[config.mk]
export PLATFORM = sky130hd
export DESIGN_NAME = mux16_rr_arbiter
export DESIGN_NICKNAME = d
export VERILOG_FILES = /design/src/rtl/mux16_pkg.sv /design/src/rtl/mux16to1.sv /design/src/rtl/mux16_rr_arbiter.sv
export SDC_FILE = /design/constraint.sdc
export NUM_CORES = 1
export LEC_CHECK = 0
export ABC_AREA = 1
export BUFFER_PORTS_ARGS = -buffer_cell sky130_fd_sc_hd__buf_2
export CAP_MARGIN = 30
export CORE_ASPECT_RATIO = 1.4
export CORE_UTILIZATION = 66
export DETAILED_ROUTE_END_ITERATION = 8
export PLACE_DENSITY_LB_ADDON = 0.08
export SLEW_MARGIN = 15
export SYNTH_ARGS = -nofsm -noshare
export SYNTH_HDL_FRONTEND = slang
export SYNTH_SLANG_ARGS = --single-unit
export TNS_END_PERCENT = 10
[constraint.sdc]
create_clock -name clk -period 10.15 [get_ports clk]
set_input_delay 2.5375 -clock clk [delete_from_list [all_inputs] [get_ports clk]]
set_output_delay 2.5375 -clock clk [all_outputs]
set_load 0.03 [all_outputs]
[src/rtl/mux16_pkg.sv]
// Shared types and widths for the 16-way mux arbiter slice.
// Imported by the datapath mux and by the round-robin arbiter top.
package mux16_pkg;

    localparam int N_REQ  = 16;
    localparam int SEL_W  = 4;
    localparam int HCNT_W = 8;

    typedef enum logic {
        IDLE  = 1'b0,
        GRANT = 1'b1
    } state_t;

    // Result of a round-robin winner search.
    typedef struct packed {
        logic             found;
        logic [SEL_W-1:0] idx;
    } pick_t;

endpackage

[src/rtl/mux16to1.sv]
// Single-bit 16:1 multiplexer datapath.
// Purely combinational; the arbiter owns its select.
module mux16to1
    import mux16_pkg::*;
(
    input  logic [N_REQ-1:0] in,
    input  logic [SEL_W-1:0] sel,
    output logic             y
);

    assign y = in[sel];

endmodule

[src/rtl/mux16_rr_arbiter.sv]
// Round-robin arbiter owning the mux16to1 select, with a one-hot registered grant
// and an optional maximum hold time that hands the mux on when others are waiting.
module mux16_rr_arbiter
    import mux16_pkg::*;
#(
    parameter int unsigned MAX_HOLD = 8
) (
    input  logic             clk,
    input  logic             rst,
    input  logic [N_REQ-1:0] req,
    input  logic [N_REQ-1:0] din,
    output logic [N_REQ-1:0] grant,
    output logic [SEL_W-1:0] sel,
    output logic             valid,
    output logic             dout,
    output logic             preempt
);

    // Rotate so that start sits at bit 0, take the lowest set bit, then rotate back.
    function automatic pick_t find_first(input logic [N_REQ-1:0] vec,
                                         input logic [SEL_W-1:0] start);
        logic [2*N_REQ-1:0] dbl;
        logic [N_REQ-1:0]   rot;
        pick_t              p;
        dbl = {vec, vec} >> start;
        rot = dbl[N_REQ-1:0];
        p   = '0;
        for (int i = N_REQ - 1; i >= 0; i--) begin
            if (rot[i]) begin
                p.found = 1'b1;
                p.idx   = SEL_W'(i) + start;
            end
        end
        return p;
    endfunction

    state_t              state_q, state_d;
    logic [SEL_W-1:0]    ptr_q, ptr_d;
    logic [HCNT_W-1:0]   hcnt_q, hcnt_d;
    logic [N_REQ-1:0]    grant_q, grant_d;
    logic [SEL_W-1:0]    sel_q, sel_d;
    logic                valid_q, valid_d;
    logic                preempt_q, preempt_d;

    logic [N_REQ-1:0]    others;
    logic                at_limit;
    logic                rel_a;
    logic                rel_b;
    pick_t               pick_idle;
    pick_t               pick_rel;
    logic                mux_y;

    assign others    = req & ~(N_REQ'(1) << sel_q);
    assign at_limit  = (MAX_HOLD != 0) && (hcnt_q == HCNT_W'(MAX_HOLD - 1));
    assign rel_a     = ~req[sel_q];
    assign rel_b     = at_limit && (|others);
    assign pick_idle = find_first(req, ptr_q);
    assign pick_rel  = find_first(others, sel_q + SEL_W'(1));

    always_comb begin
        // NOTE: every variable gets a default before the case so no path leaves it unassigned (no latch).
        state_d   = state_q;
        ptr_d     = ptr_q;
        hcnt_d    = hcnt_q;
        grant_d   = grant_q;
        sel_d     = sel_q;
        valid_d   = valid_q;
        preempt_d = 1'b0;

        case (state_q)
            IDLE: begin
                if (pick_idle.found) begin
                    state_d = GRANT;
                    grant_d = N_REQ'(1) << pick_idle.idx;
                    sel_d   = pick_idle.idx;
                    valid_d = 1'b1;
                    hcnt_d  = '0;
                end
            end
            GRANT: begin
                if (rel_a || rel_b) begin
                    ptr_d     = sel_q + SEL_W'(1);
                    preempt_d = rel_b;
                    hcnt_d    = '0;
                    if (pick_rel.found) begin
                        grant_d = N_REQ'(1) << pick_rel.idx;
                        sel_d   = pick_rel.idx;
                    end else begin
                        // sel deliberately keeps its last value while idle.
                        state_d = IDLE;
                        grant_d = '0;
                        valid_d = 1'b0;
                    end
                end else if (at_limit) begin
                    // Sole requester at the limit: restart the window instead of preempting.
                    hcnt_d = '0;
                end else if (hcnt_q != '1) begin
                    hcnt_d = hcnt_q + HCNT_W'(1);
                end
            end
            default: begin
                state_d = IDLE;
                grant_d = '0;
                valid_d = 1'b0;
            end
        endcase
    end

    always_ff @(posedge clk or posedge rst) begin
        if (rst) begin
            state_q   <= IDLE;
            ptr_q     <= '0;
            hcnt_q    <= '0;
            grant_q   <= '0;
            sel_q     <= '0;
            valid_q   <= 1'b0;
            preempt_q <= 1'b0;
        end else begin
            // NOTE: non-blocking assignments so every register samples pre-edge values.
            state_q   <= state_d;
            ptr_q     <= ptr_d;
            hcnt_q    <= hcnt_d;
            grant_q   <= grant_d;
            sel_q     <= sel_d;
            valid_q   <= valid_d;
            preempt_q <= preempt_d;
        end
    end

    mux16to1 u_mux (
        .in  (din),
        .sel (sel_q),
        .y   (mux_y)
    );

    assign grant   = grant_q;
    assign sel     = sel_q;
    assign valid   = valid_q;
    assign preempt = preempt_q;
    assign dout    = valid_q & mux_y;

endmodule

==> impl_metrics.yaml <==
worst_setup_path:
  crit_type: "primary input to primary output"
  cp_slowest_stage_delay_ps: 330
  path_delay_family: "compound AO/OA/AOI/OAI gates"
  path_buf_inv: 2
  cp.arrival_ps: 3520
  crit_top_cell: "buf_2"
  end_kind: "primary output"
  worst_ep_required_time_ps: 7610
  start_kind: "primary input"
  path_cells: "buf_2 -> nor2_1 -> o221ai_1 -> nand3_1 -> a21boi_0 -> buf_2"
  cp_slowest_cell: "o221ai_1"
  crit_path_max_fanout: 1
place:
  numPortBuffers: 56
  post-dp-hpwl_mm: 14.0
  place_congestion: 0.964
  dp.cells: 1248
finish:
  drive_above_1_share_pct: 10.0
  syn_to_final_growth_pct: 6.70
  final_common_cell: "nand2_1"
  layout_common_cells: "328 x nand2_1, 227 x nand3_1, 134 x inv_1, 107 x nor2_1, 76 x o21ai_0"
  nets: 1204
  utilization_pct: 71.9
  diodes: 0
  layout.cells.non_filler: 1257
clock_tree:
  htreeDepth: 2
  cts_resized: 0
  post_cts_buffers: 0
  clock_latency_ps: 280
  clockBufferDepth: 2
  cts.sinks: 35
  cts_buffers: 5
  ctsHoldBuffers: 0
  cts_tree: "done"
  clk_pin_slew_worst_paths_ps: 50
  cts-root-buf: "clkbuf_16"
synthesis:
  ys_ff_latch: 35
  yosys.area.top_type_share_pct: 20.3
  async_flop_share_pct: 100
  synth_fa_ha_area_share_pct: 4.34
  netlist_area_mm2: 0.00605
  yosysWarningCount: 0
  synth_mux_area_share_pct: 0
  synth_edf_count: 0
  synth_top_family_by_area: "simple AND/OR/NAND/NOR gates"
  synth_nets: 1178
  netlist_top_cells_area: "nand2_1 20%, nand3_1 19%, dfrtp_1 14%, inv_1 8.3%, nor2_1 6.6%"
  synthFlopType: "dfrtp_1"
  synth_compound_area_share_pct: 15.0
  yosys.area_share.simple_pct: 50.6
  yosysSeqAreaShare_pct: 14.5
  syn_inst: 1123
  yosys.area.top_type: "nand2_1"
  syn_area_per_cell_um2: 5.39
  synthXorXnorAreaFrac_pct: 2.75
  yosysUniqueCellTypes: 46
global_routing:
  grt_max_degree: 44
  grt.total_usage_pct: 39.5
  antenna_found_initial: 0
  grt_pass1_wl_mm: 31.0
  grt-ovfl-total: 0
  grt_pass1_vias: 6822
floorplan:
  dieHeight_um: 115
  die-area_mm2: 0.00956
  start_util_pct: 67.4
  die_width_um: 82.9
  io_pins: 57
  rows: 41
  core_area_mm2: 0.00898
timing:
  worstMarginPinSlew_ps: 937
  period_needed_ps: 6060
  fin_setup_tns_ps: 0
  finalCritPeriodShare_pct: 59.7
  hold_viol_final: 0
  max_freq_mhz: 165
  skew_ps: 5.22
  relSlewSlack_pct: 37.5
  setup_viol_count_final: 0
  slew_violations: 0
  rsz0062_at_grt: "no"
  hold_slack_ps: 504
drt:
  drc: 0
  antenna_left: 0
  routed_wl_mm: 19.2
  wire_per_inst_um: 15.2
  drt_iter0_drc: 708
  dr.pass1.iters: 6
  routed_via_density: 6.03
  vias: 7580
worst_hold_path:
  min_path_type: "flip-flop to flip-flop"
run_status:
  status: "complete, no violations"
flow_run:
  maxCapViolCount: 0
routing by layer:
metal	GRT usage [%]	vias to the layer above	share of wire [%]
met3	4.74	104	6.8
met1	44.5	3386	38
met2	72.2	383	50
li1	-	3707	-
met5	0	-	0
met4	22.6	0	5.4
flip-flops by register name, summed over array words and instances (netlist names):
register / flops
grant: 16
hcnt_q: 8
ptr_q: 4
sel: 4
preempt: 1
state_q: 1
valid: 1
synth_stat cells (2+ instances only):
master and instances:
o22ai_1 4, a21oi_2 2, xor2_1 16, buf_4 7
nand2_1 328, nand3_2 7, o21ai_0 76, a211oi_1 3
inv_2 10, and2_0 2, a22o_1 2, nor2_1 107
o221ai_1 3, buf_2 25, a31oi_1 2, dfrtp_1 35
buf_6 2, clkbuf_1 9, a21boi_0 3, nand4_1 7
o21ai_2 11, nand3_1 227, nand2_2 10, inv_1 134
ha_1 21, a21oi_1 29, o21ai_1 13, xnor2_1 3
nor3_1 7, o21a_1 2
per-stage QoR:
stage               area (um^2)  worst slack [ps]
floorplan                  6050              4030
global placement           6270              4110
detailed placement         6270              4100
CTS                        6440              4100
global route               6460              4000
finish                     6460              4090
worst paths after layout:
kind	from	to	slack [ps]	cells past startpoint
setup / recovery	din[15]	dout	4090	6
hold / removal	grant[6]	grant[6]	500	2
setup reg to reg	sel[0]	grant[9]	5160	29
hold reg to reg	grant[6]	grant[6]	500	2
max in group asynchronous	rst	valid	7500	3
min in group asynchronous	rst	preempt	2330	3
logic make-up (layout without fill, tap and decap cells):
family	count (synthesis)	after routing
DFF	35	35
AOI/OAI and AO/OA	156	156
xor gates and xnor gates	19	19
buffers and inverters	188	215
and+or+nand+nor	704	704
adders and majority gates	21	21
worst min-delay path, cell delays in order (launching register included):
cell	delay, ps
dfrtp_1	330
nor2_1	50
nor2_1	80
layout make-up:
cell class              instances  area (um^2)
inverters                     144          541
well taps                     107          134
multi-input cells             900         4400
clock inverters                 3         43.8
clock buffers                   5          125
fillers                       889         2520
repair buffers                 63          340
flip-flops and latches         35          876
Power is left out: the tool's default activity adds up to more than one toggle a clock period on the data nets, which glitch-free logic cannot reach.
